File: src/rtl/vend_dispenser.sv
// vend_dispenser: sequential vending back end (price/stock check, dispense and change pulses).
// Optional `VEND_RESTOCK_EN adds a restock input that reloads all stock counters from IDLE.
module vend_dispenser #(
  parameter logic [3:0] PRICE0 = 4'd1,
  parameter logic [3:0] PRICE1 = 4'd2,
  parameter logic [3:0] PRICE2 = 4'd3,
  parameter logic [3:0] PRICE3 = 4'd4,
  parameter logic [2:0] STOCK_INIT = 3'd7
) (
  input  logic       clk,
  input  logic       rst_n,
`ifdef VEND_RESTOCK_EN
  input  logic       restock,
`endif
  input  logic       req_valid,
  output logic       req_ready,
  input  logic [1:0] code,
  input  logic [2:0] count,
  input  logic [3:0] money,
  output logic       vend_pulse,
  output logic [1:0] vend_code,
  output logic       change_pulse,
  output logic       done,
  output logic       accepted,
  output logic [3:0] remaining
);
  typedef enum logic [2:0] {IDLE, CHECK, VEND, CHANGE, DONE} state_t;
  state_t state, state_n;
  logic [1:0] code_q;
  logic [2:0] count_q;
  logic [3:0] money_q, left, left_n, chg_q, chg_n, chg_c, price;
  logic [2:0] stock [4];
  logic [6:0] total;
  logic ok_q, ok_n, ok_c, restock_i;
`ifdef VEND_RESTOCK_EN
  assign restock_i = restock;
`else
  assign restock_i = 1'b0;
`endif
  always_comb begin
    price = code_q == 2'd0 ? PRICE0 : code_q == 2'd1 ? PRICE1 : code_q == 2'd2 ? PRICE2 : PRICE3;
    total = {3'b0, price} * {4'b0, count_q};
    ok_c = (count_q != 3'd0) && (total <= {3'b0, money_q}) && (stock[code_q] >= count_q);
    chg_c = ok_c ? money_q - total[3:0] : money_q;
  end
  // left counts the pulses still owed in the current VEND or CHANGE phase
  always_comb begin
    state_n = state;
    left_n = left;
    ok_n = ok_q;
    chg_n = chg_q;
    case (state)
      IDLE: state_n = req_valid ? CHECK : IDLE;
      CHECK: begin
        ok_n = ok_c;
        chg_n = chg_c;
        state_n = ok_c ? VEND : (chg_c != 4'd0 ? CHANGE : DONE);
        left_n = ok_c ? {1'b0, count_q} : chg_c;
      end
      VEND: begin
        left_n = left == 4'd1 ? chg_q : left - 4'd1;
        state_n = left != 4'd1 ? VEND : (chg_q != 4'd0 ? CHANGE : DONE);
      end
      CHANGE: begin
        left_n = left - 4'd1;
        state_n = left == 4'd1 ? DONE : CHANGE;
      end
      default: state_n = IDLE;
    endcase
  end
  always_ff @(posedge clk or negedge rst_n) begin
    if (!rst_n) begin
      state <= IDLE;
      left <= '0;
      ok_q <= 1'b0;
      chg_q <= '0;
      code_q <= '0;
      count_q <= '0;
      money_q <= '0;
      for (int i = 0; i < 4; i++) stock[i] <= STOCK_INIT;
      req_ready <= 1'b1;
      vend_pulse <= 1'b0;
      vend_code <= '0;
      change_pulse <= 1'b0;
      done <= 1'b0;
      accepted <= 1'b0;
      remaining <= '0;
    end else begin
      state <= state_n;
      left <= left_n;
      ok_q <= ok_n;
      chg_q <= chg_n;
      if (state == IDLE && req_valid) begin
        code_q <= code;
        count_q <= count;
        money_q <= money;
      end
      if (state == IDLE && restock_i)
        for (int i = 0; i < 4; i++) stock[i] <= STOCK_INIT;
      else if (state == VEND)
        stock[code_q] <= stock[code_q] - 3'd1;
      // outputs are registered copies of the next-state decode
      req_ready <= state_n == IDLE;
      vend_pulse <= state_n == VEND;
      vend_code <= state_n == VEND ? code_q : 2'd0;
      change_pulse <= state_n == CHANGE;
      done <= state_n == DONE;
      if (state_n == DONE) begin
        accepted <= ok_n;
        remaining <= chg_n;
      end
    end
  end
endmodule
File: config.mk
export PLATFORM = sky130hd
export DESIGN_NAME = vend_dispenser
export DESIGN_NICKNAME = d
export VERILOG_FILES = /design/src/rtl/vend_dispenser.sv
export SDC_FILE = /design/constraint.sdc
export NUM_CORES = 1
export LEC_CHECK = 0
export ABC_AREA = 1
export BUFFER_PORTS_ARGS = -buffer_cell sky130_fd_sc_hd__buf_4
export CAP_MARGIN = 0
export CELL_PAD_IN_SITES_DETAIL_PLACEMENT = 1
export CELL_PAD_IN_SITES_GLOBAL_PLACEMENT = 2
export CORE_MARGIN = 3
export CORE_UTILIZATION = 38
export DETAILED_ROUTE_END_ITERATION = 8
export PLACE_DENSITY = 0.95
export SLEW_MARGIN = 30
export SYNTH_ARGS = -nofsm -noshare
export SYNTH_HDL_FRONTEND = slang
export SYNTH_SLANG_ARGS = --single-unit
File: constraint.sdc
create_clock -name clk -period 10.2 [get_ports clk]
set_input_delay 1.02 -clock clk [delete_from_list [all_inputs] [get_ports clk]]
set_output_delay 1.02 -clock clk [all_outputs]
set_load 0.005 [all_outputs]
==> run summary, run 1 <==
Vias/cell = 4.97
Yosys warning count = 0
worst-case clock buffer depth = 2
Synth cell types = 34
row count = 29
layout cells sized above 1 = 17.2%
hold path start = stock[4]$_DFFE_PN1P_
most frequent cells in the layout = nand2_1, inv_1, dfrtp_1, nor2_1
Post-CTS Setup Bufs = 0
WP data arrival = 4.75 ns
FF-to-FF End = remaining[1]$_DFFE_PN0N_
Clock Latency Late Sink = 0.31 ns
GRT overflow = 0
hold crit path type = reg -> reg
Mapped Cells = 316
average wire per cell in the routed design = 15.1 um
initial antenna violation count = 0
slowest cell on the critical path = dfrtp_1
crit-path most repeated cell = nand2_1
Setup violations, final = 0
# diodes = 0
H-tree levels = 2
core area = 6530 sq um
register bit count reported by yosys = 44
period utilization = 44.0%
asr flop ratio synth = 100%
Worst Hold Path EP = stock[4]$_DFFE_PN1P_
first-pass GRT wire length = 10.8 mm
startpoint types = flip-flop
Max FO, Critical Path = 13
dpl hpwl = 5.00 mm
hold buffers post-CTS = 0
R2R depth = 21
DRT Pass-1 Iters = 5
syn_nets = 353
clk slew on worst S/H paths = 0.09 ns
Post-Route Setup TNS = 0 ns
post-cts resize count = 0
Die W = 89.0 um
Slowest Stage Delay on Critical Path = 0.57 ns
cell taking the most area after synthesis = dfrtp_1
top cells by area, synth = dfrtp_1, dfstp_2, nand2_1
leading cell type in the layout, fill and taps excluded = nand2_1
IO Port Bufs = 22
Worst-Margin Slew = 0.802 ns
sequential area share after synthesis = 42.6%
Crit path buffers/inverters = 3
Worst Hold Path Cells = 2
worst flop-to-flop path startpoint = code_q[0]$_DFFE_PN0P_
die height = 89.0 um
CTS tree = built
vias = 2088
outcome = finished, final reports clean
Tot GR Track Use = 18.2%
# DRC = 0
area of the die = 7930 sq um
Hold Vio Cnt, Final = 0
WS Path Type = reg -> reg
Antenna Nets Post-Route = 0
largest net degree at the start of global routing = 45
Largest delay share family, worst path = adder cells
max-cap violations = 0
Final min period = 4.49 ns
Top FF cell, synth = dfrtp_1
number of enable flip-flop cells after synthesis = 0
IO Count = 23
syn_area_per_cell = 8.29 sq um
nets = 379
initial core utilization = 40.1%
reg2reg setup slack = 5.71 ns
vias in the first global route = 2222
RSZ-0062 raised after global routing = false
Synth-to-Final Area Change = 13.8%
fill cell count = 821
Setup crit end kind = flip-flop
Max Freq = 0.223 GHz
Post-Syn Area = 2620 sq um
Starting DRT DRC Count = 88
DRT Wirelength = 6.35 mm
Max Slew Vio Count = 0
CTS Sinks = 44
CP required = 10.46 ns
share of the synthesized area in the top cell type = 29.6%
worst clock skew = 0.00549 ns
Inserted Clock Buffers = 5
CTS root buf = clkbuf_8
GP Congestion = 0.832
slew margin rel. = 46.4%
crit path cell chain = clkinv_1 -> ha_1 -> nand2_1 -> fa_1 -> inv_1 -> ha_1 -> fa_1 -> ha_1 -> nand2_1 -> clkinv_1 -> nand2_1 -> nand2_1 -> nand2_2 -> nand3_4 -> nand2_1 -> nand2_1 -> nor2_2 -> nand4_2 -> nand2_2 -> nand2_1 -> nand2_1
## cell usage after synthesis (all sizes together) (2+ instances only)
| library cell | instances |
|---|---|
| nand2 | 79 |
| inv | 47 |
| dfrtp | 31 |
| nor2 | 30 |
| a21oi | 22 |
| ha | 22 |
| nand3 | 22 |
| o21ai | 16 |
| dfstp | 13 |
| a31oi | 4 |
| a22oi | 3 |
| clkbuf | 3 |
| fa | 3 |
| nand3b | 3 |
| xor2 | 3 |
| a221oi | 2 |
| clkinv | 2 |
| mux2 | 2 |
| nor3 | 2 |
## registers in the layout (all words and copies together) (netlist names)
signal        count
left              4
chg_q             4
vend_code         2
vend_pulse        1
count_q           3
remaining         4
req_ready         1
stock            12
state             3
change_pulse      1
done              1
accepted          1
code_q            2
ok_q              1
money_q           4
## cell type report
cell class                      instances  area (sq um)  share of cell area, %
Sequential cell                        44          1120                   37.5
Clock inverter                          3          42.5                   1.43
Inverter                               49           184                   6.17
Tap cell                               77          96.3                   3.23
Timing Repair Buffer                   22           165                   5.54
Clock buffer                            5          68.8                   2.31
Multi-Input combinational cell        220          1310                   43.9
## logic make-up after synthesis
| family | Yosys count | share of synthesized area (%) |
|---|---|---|
| buffers and inverters | 52 | 7.45 |
| multiplexers | 2 | 0.860 |
| flip-flops | 44 | 42.6 |
| XOR/XNOR | 4 | 1.34 |
| adder cells (fa/ha/maj) | 25 | 12.8 |
| AO/OA/AOI/OAI | 51 | 11.5 |
| AND/OR/NAND/NOR | 138 | 23.4 |
## worst max-delay path by stage
stage                                     start                        to  slack, ns  depth (start not counted)
final                     code_q[0]$_DFFE_PN0P_  remaining[1]$_DFFE_PN0N_       5.71                         21
after global placement    code_q[0]$_DFFE_PN0P_      accepted$_DFFE_PN0N_       5.92                         21
after CTS                 code_q[0]$_DFFE_PN0P_    change_pulse$_DFF_PN0_       5.70                         22
after floorplan           code_q[0]$_DFFE_PN0P_    change_pulse$_DFF_PN0_       6.46                         22
after global routing      code_q[0]$_DFFE_PN0P_  remaining[1]$_DFFE_PN0N_       5.23                         21
after detailed placement  code_q[0]$_DFFE_PN0P_    change_pulse$_DFF_PN0_       5.73                         22
## routing by layer
metal,wire (um),GRT usage [%]
met1,2870,22.9
met2,3200,31.4
met3,174,3.59
met4,104,6.09
met5,0,0
## metrics by stage
step	cell area (sq um)	util, %	hold WS [ns]	instances	setup slack [ns]
after floorplan	2620	-	0.445	316	6.46
after global placement	2870	43.9	0.467	412	5.92
after detailed placement	2870	43.9	0.493	412	5.73
after CTS	2980	45.7	0.509	420	5.70
after global routing	2980	45.7	0.529	420	5.23
final	2980	45.7	0.504	420	5.71
## worst min-delay path, stage by stage, from the launching register on
cell     delay [ns]
dfstp_2        0.38
nand2_1        0.05
o21ai_0        0.07
Power of run 1 is not shown: default switching activity piles up to over one toggle a cycle in this logic, so the estimate is an artifact.
==> run 2: changes to the inputs <==
ABC_AREA = 0   (was 1)
CORE_UTILIZATION = 35   (was 38)
PLACE_DENSITY = 0.88   (was 0.95)
clock period = 3.7 ns   (was 10.2 ns; I/O delays follow)
==> run 2 against run 1 <==
Hold slack worse by 0.45 ns; final cell count down 8.3%; sequential share of layout area down 1.6 points; utilization down 0.79 points; register-to-register slack worse by 5.6 ns; final area up 4.5%; synthesized area down 2.5%; die area up 5.5%; largest cell class unchanged; highest routed layer unchanged.
==> run summary, run 2 <==
initial core utilization = 36.8% (was 40.1%)
first-pass GRT wire length = 11.1 mm (was 10.8 mm)
share of the synthesized area in the top cell type = 30.4% (was 29.6%)
WP data arrival = 3.83 ns (was 4.75 ns)
Yosys warning count = 0 (unchanged)
CP required = 3.89 ns (was 10.46 ns)
hold buffers post-CTS = 0 (unchanged)
GRT overflow = 0 (unchanged)
Synth cell types = 52 (was 34)
number of enable flip-flop cells after synthesis = 0 (unchanged)
layout cells sized above 1 = 30.4% (was 17.2%)
Clock Latency Late Sink = 0.30 ns (was 0.31 ns)
Final min period = 3.64 ns (was 4.49 ns)
Starting DRT DRC Count = 69 (was 88)
cell taking the most area after synthesis = dfrtp_1 (unchanged)
register bit count reported by yosys = 44 (unchanged)
H-tree levels = 2 (unchanged)
slowest cell on the critical path = fa_1 (was dfrtp_1)
average wire per cell in the routed design = 17.5 um (was 15.1 um)
Max FO, Critical Path = 6 (was 13)
Vias/cell = 5.11 (was 4.97)
IO Port Bufs = 22 (unchanged)
period utilization = 98.4% (was 44.0%)
CTS Sinks = 44 (unchanged)
most numerous cell in the Yosys netlist = nand2_1 (unchanged)
nets = 325 (was 379)
Post-Syn Area = 2550 sq um (was 2620 sq um)
Antenna Nets Post-Route = 0 (unchanged)
worst clock skew = 0.00909 ns (was 0.00549 ns)
Tot GR Track Use = 16.7% (was 18.2%)
crit path cell chain = inv_6 -> ha_4 -> nand2_2 -> fa_1 -> inv_1 -> ha_2 -> fa_1 -> ha_4 -> and2_4 -> o21ai_4 -> a32oi_4 -> nor2_4 -> o32ai_4 -> buf_12 -> mux2_4 (was clkinv_1 -> ha_1 -> nand2_1 -> fa_1 -> inv_1 -> ha_1 -> fa_1 -> ha_1 -> nand2_1 -> clkinv_1 -> nand2_1 -> nand2_1 -> nand2_2 -> nand3_4 -> nand2_1 -> nand2_1 -> nor2_2 -> nand4_2 -> nand2_2 -> nand2_1 -> nand2_1)
metal2 WL = 3.44 mm (was 3.20 mm)
Largest delay share family, worst path = adder cells (unchanged)
Biggest register = stock (unchanged)
WL met1 = 2.97 mm (was 2.87 mm)
Die W = 91.4 um (was 89.0 um)
Setup crit end kind = flip-flop (unchanged)
startpoint types = flip-flop (unchanged)
syn_nets = 285 (was 353)
RSZ-0062 raised after global routing = true (was false)
Synth-to-Final Area Change = 21.9% (was 13.8%)
max FFs per register = 12 (unchanged)
Hold Vio Cnt, Final = 0 (unchanged)
Slowest Stage Delay on Critical Path = 0.48 ns (was 0.57 ns)
vias = 1968 (was 2088)
vias in the first global route = 2140 (was 2222)
Final Non-Filler Cells = 385 (was 420)
Post-synth top cells = nand2_1, dfrtp_1, o21ai_0 (was nand2_1, inv_1, dfrtp_1)
max-cap violations = 0 (unchanged)
# DRC = 0 (unchanged)
asr flop ratio synth = 100% (unchanged)
largest net degree at the start of global routing = 45 (unchanged)
Max Freq = 0.275 GHz (was 0.223 GHz)
syn_area_per_cell = 10.3 sq um (was 8.29 sq um)
Crit path buffers/inverters = 3 (unchanged)
sequential area share after synthesis = 43.7% (was 42.6%)
hold crit path type = in -> async (was reg -> reg)
Setup violations, final = 0 (unchanged)
row count = 30 (was 29)
GP Congestion = 0.853 (was 0.832)
Post-Route Setup TNS = 0 ns (unchanged)
DRT Wirelength = 6.72 mm (was 6.35 mm)
Mapped Cells = 248 (was 316)
top cells by area, synth = dfrtp_1, dfstp_2, ha_1 (was dfrtp_1, dfstp_2, nand2_1)
CTS root buf = clkbuf_8 (unchanged)
Max Slew Vio Count = 0 (unchanged)
Top FF cell, synth = dfrtp_1 (unchanged)
CTS tree = built (unchanged)
DRT Pass-1 Iters = 4 (was 5)
Inserted Clock Buffers = 5 (unchanged)
outcome = finished, final reports clean (unchanged)
worst-case clock buffer depth = 2 (unchanged)
most frequent cells in the layout = nand2_1, buf_4, dfrtp_1, o21ai_0, ha_1 (was nand2_1, inv_1, dfrtp_1, nor2_1)
IO Count = 23 (unchanged)
Top Layer Used = met4 (unchanged)
slew margin rel. = 61.9% (was 46.4%)
core area = 6940 sq um (was 6530 sq um)
die height = 91.4 um (was 89.0 um)
clk slew on worst S/H paths = 0.09 ns (about the same)
WS Path Type = reg -> reg (unchanged)
# diodes = 0 (unchanged)
dpl hpwl = 5.22 mm (was 5.00 mm)
initial antenna violation count = 0 (unchanged)
metal3 WL = 144 um (was 174 um)
area of the die = 8360 sq um (was 7930 sq um)
Cells after DPL = 373 (was 412)
Worst-Margin Slew = 0.571 ns (was 0.802 ns)
## run 2: logic make-up (layout without fill, tap and decap cells)
| family | Yosys count | count (layout) | share of synthesized area, % |
|---|---|---|---|
| compound gates | 63 | 63 | 16.9 |
| xor+xnor | 4 | 4 | 1.37 |
| buf+inv | 24 | 65 | 3.57 |
| simple gates | 79 | 79 | 15.5 |
| mux | 9 | 9 | 5.83 |
| fa+ha+maj | 25 | 25 | 13.1 |
| flops | 44 | 44 | 43.7 |
## run 2: per-stage QoR
stage,cell area (sq um),setup WS (ns),utilization [%],hold slack (ns)
4_1_cts,3090,0.00747,44.5,0.0766
5_1_grt,3120,-0.0607,44.9,0.0990
3_5_place_dp,2960,-0.177,42.6,0.413
6_report,3120,0.0578,44.9,0.0545
3_3_place_gp,2960,-0.0218,42.6,0.399
2_1_floorplan,2610,-0.0554,-,0.0744
## run 2: what timing repair did
action | CTS | global route
pin swaps | 2 | 1
buffers inserted | 1 | 3
endpoints found under the setup margin | 5 | 7
gates resized for setup | 1 | 3
## run 2: layout make-up
| cell class | count | area [sq um] |
|---|---|---|
| clock buffer | 5 | 68.8 |
| clock inverter | 3 | 42.5 |
| fill | 810 | 3830 |
| inverter | 18 | 72.6 |
| multi-input combinational | 180 | 1390 |
| sequential | 44 | 1120 |
| tap | 96 | 120 |
| timing repair buffer | 39 | 305 |
## run 2: worst paths after layout
path / slack, ns / cells past startpoint / to / from
worst max-delay path: 0.06 / 15 / remaining[2]$_DFFE_PN0N_ / code_q[0]$_DFFE_PN0P_
worst min-delay path: 0.05 / 1 / left[1]$_DFFE_PN0P_ / rst_n
worst max register to register: 0.06 / 15 / remaining[2]$_DFFE_PN0N_ / code_q[0]$_DFFE_PN0P_
worst min register to register: 0.48 / 2 / stock[4]$_DFFE_PN1P_ / stock[4]$_DFFE_PN1P_
max in group asynchronous: 3.21 / 1 / code_q[0]$_DFFE_PN0P_ / rst_n
min in group clk: 0.27 / 3 / count_q[1]$_DFFE_PN0P_ / count[1]
## run 2: routing by layer
layer | GRT usage [%] | vias to the layer above
met3 | 2.82 | 13
met4 | 5.53 | 0
met1 | 20.7 | 986
met5 | 0 | -
met2 | 29.0 | 27
li1 | - | 942
Power of run 2 is left out for the same reason.
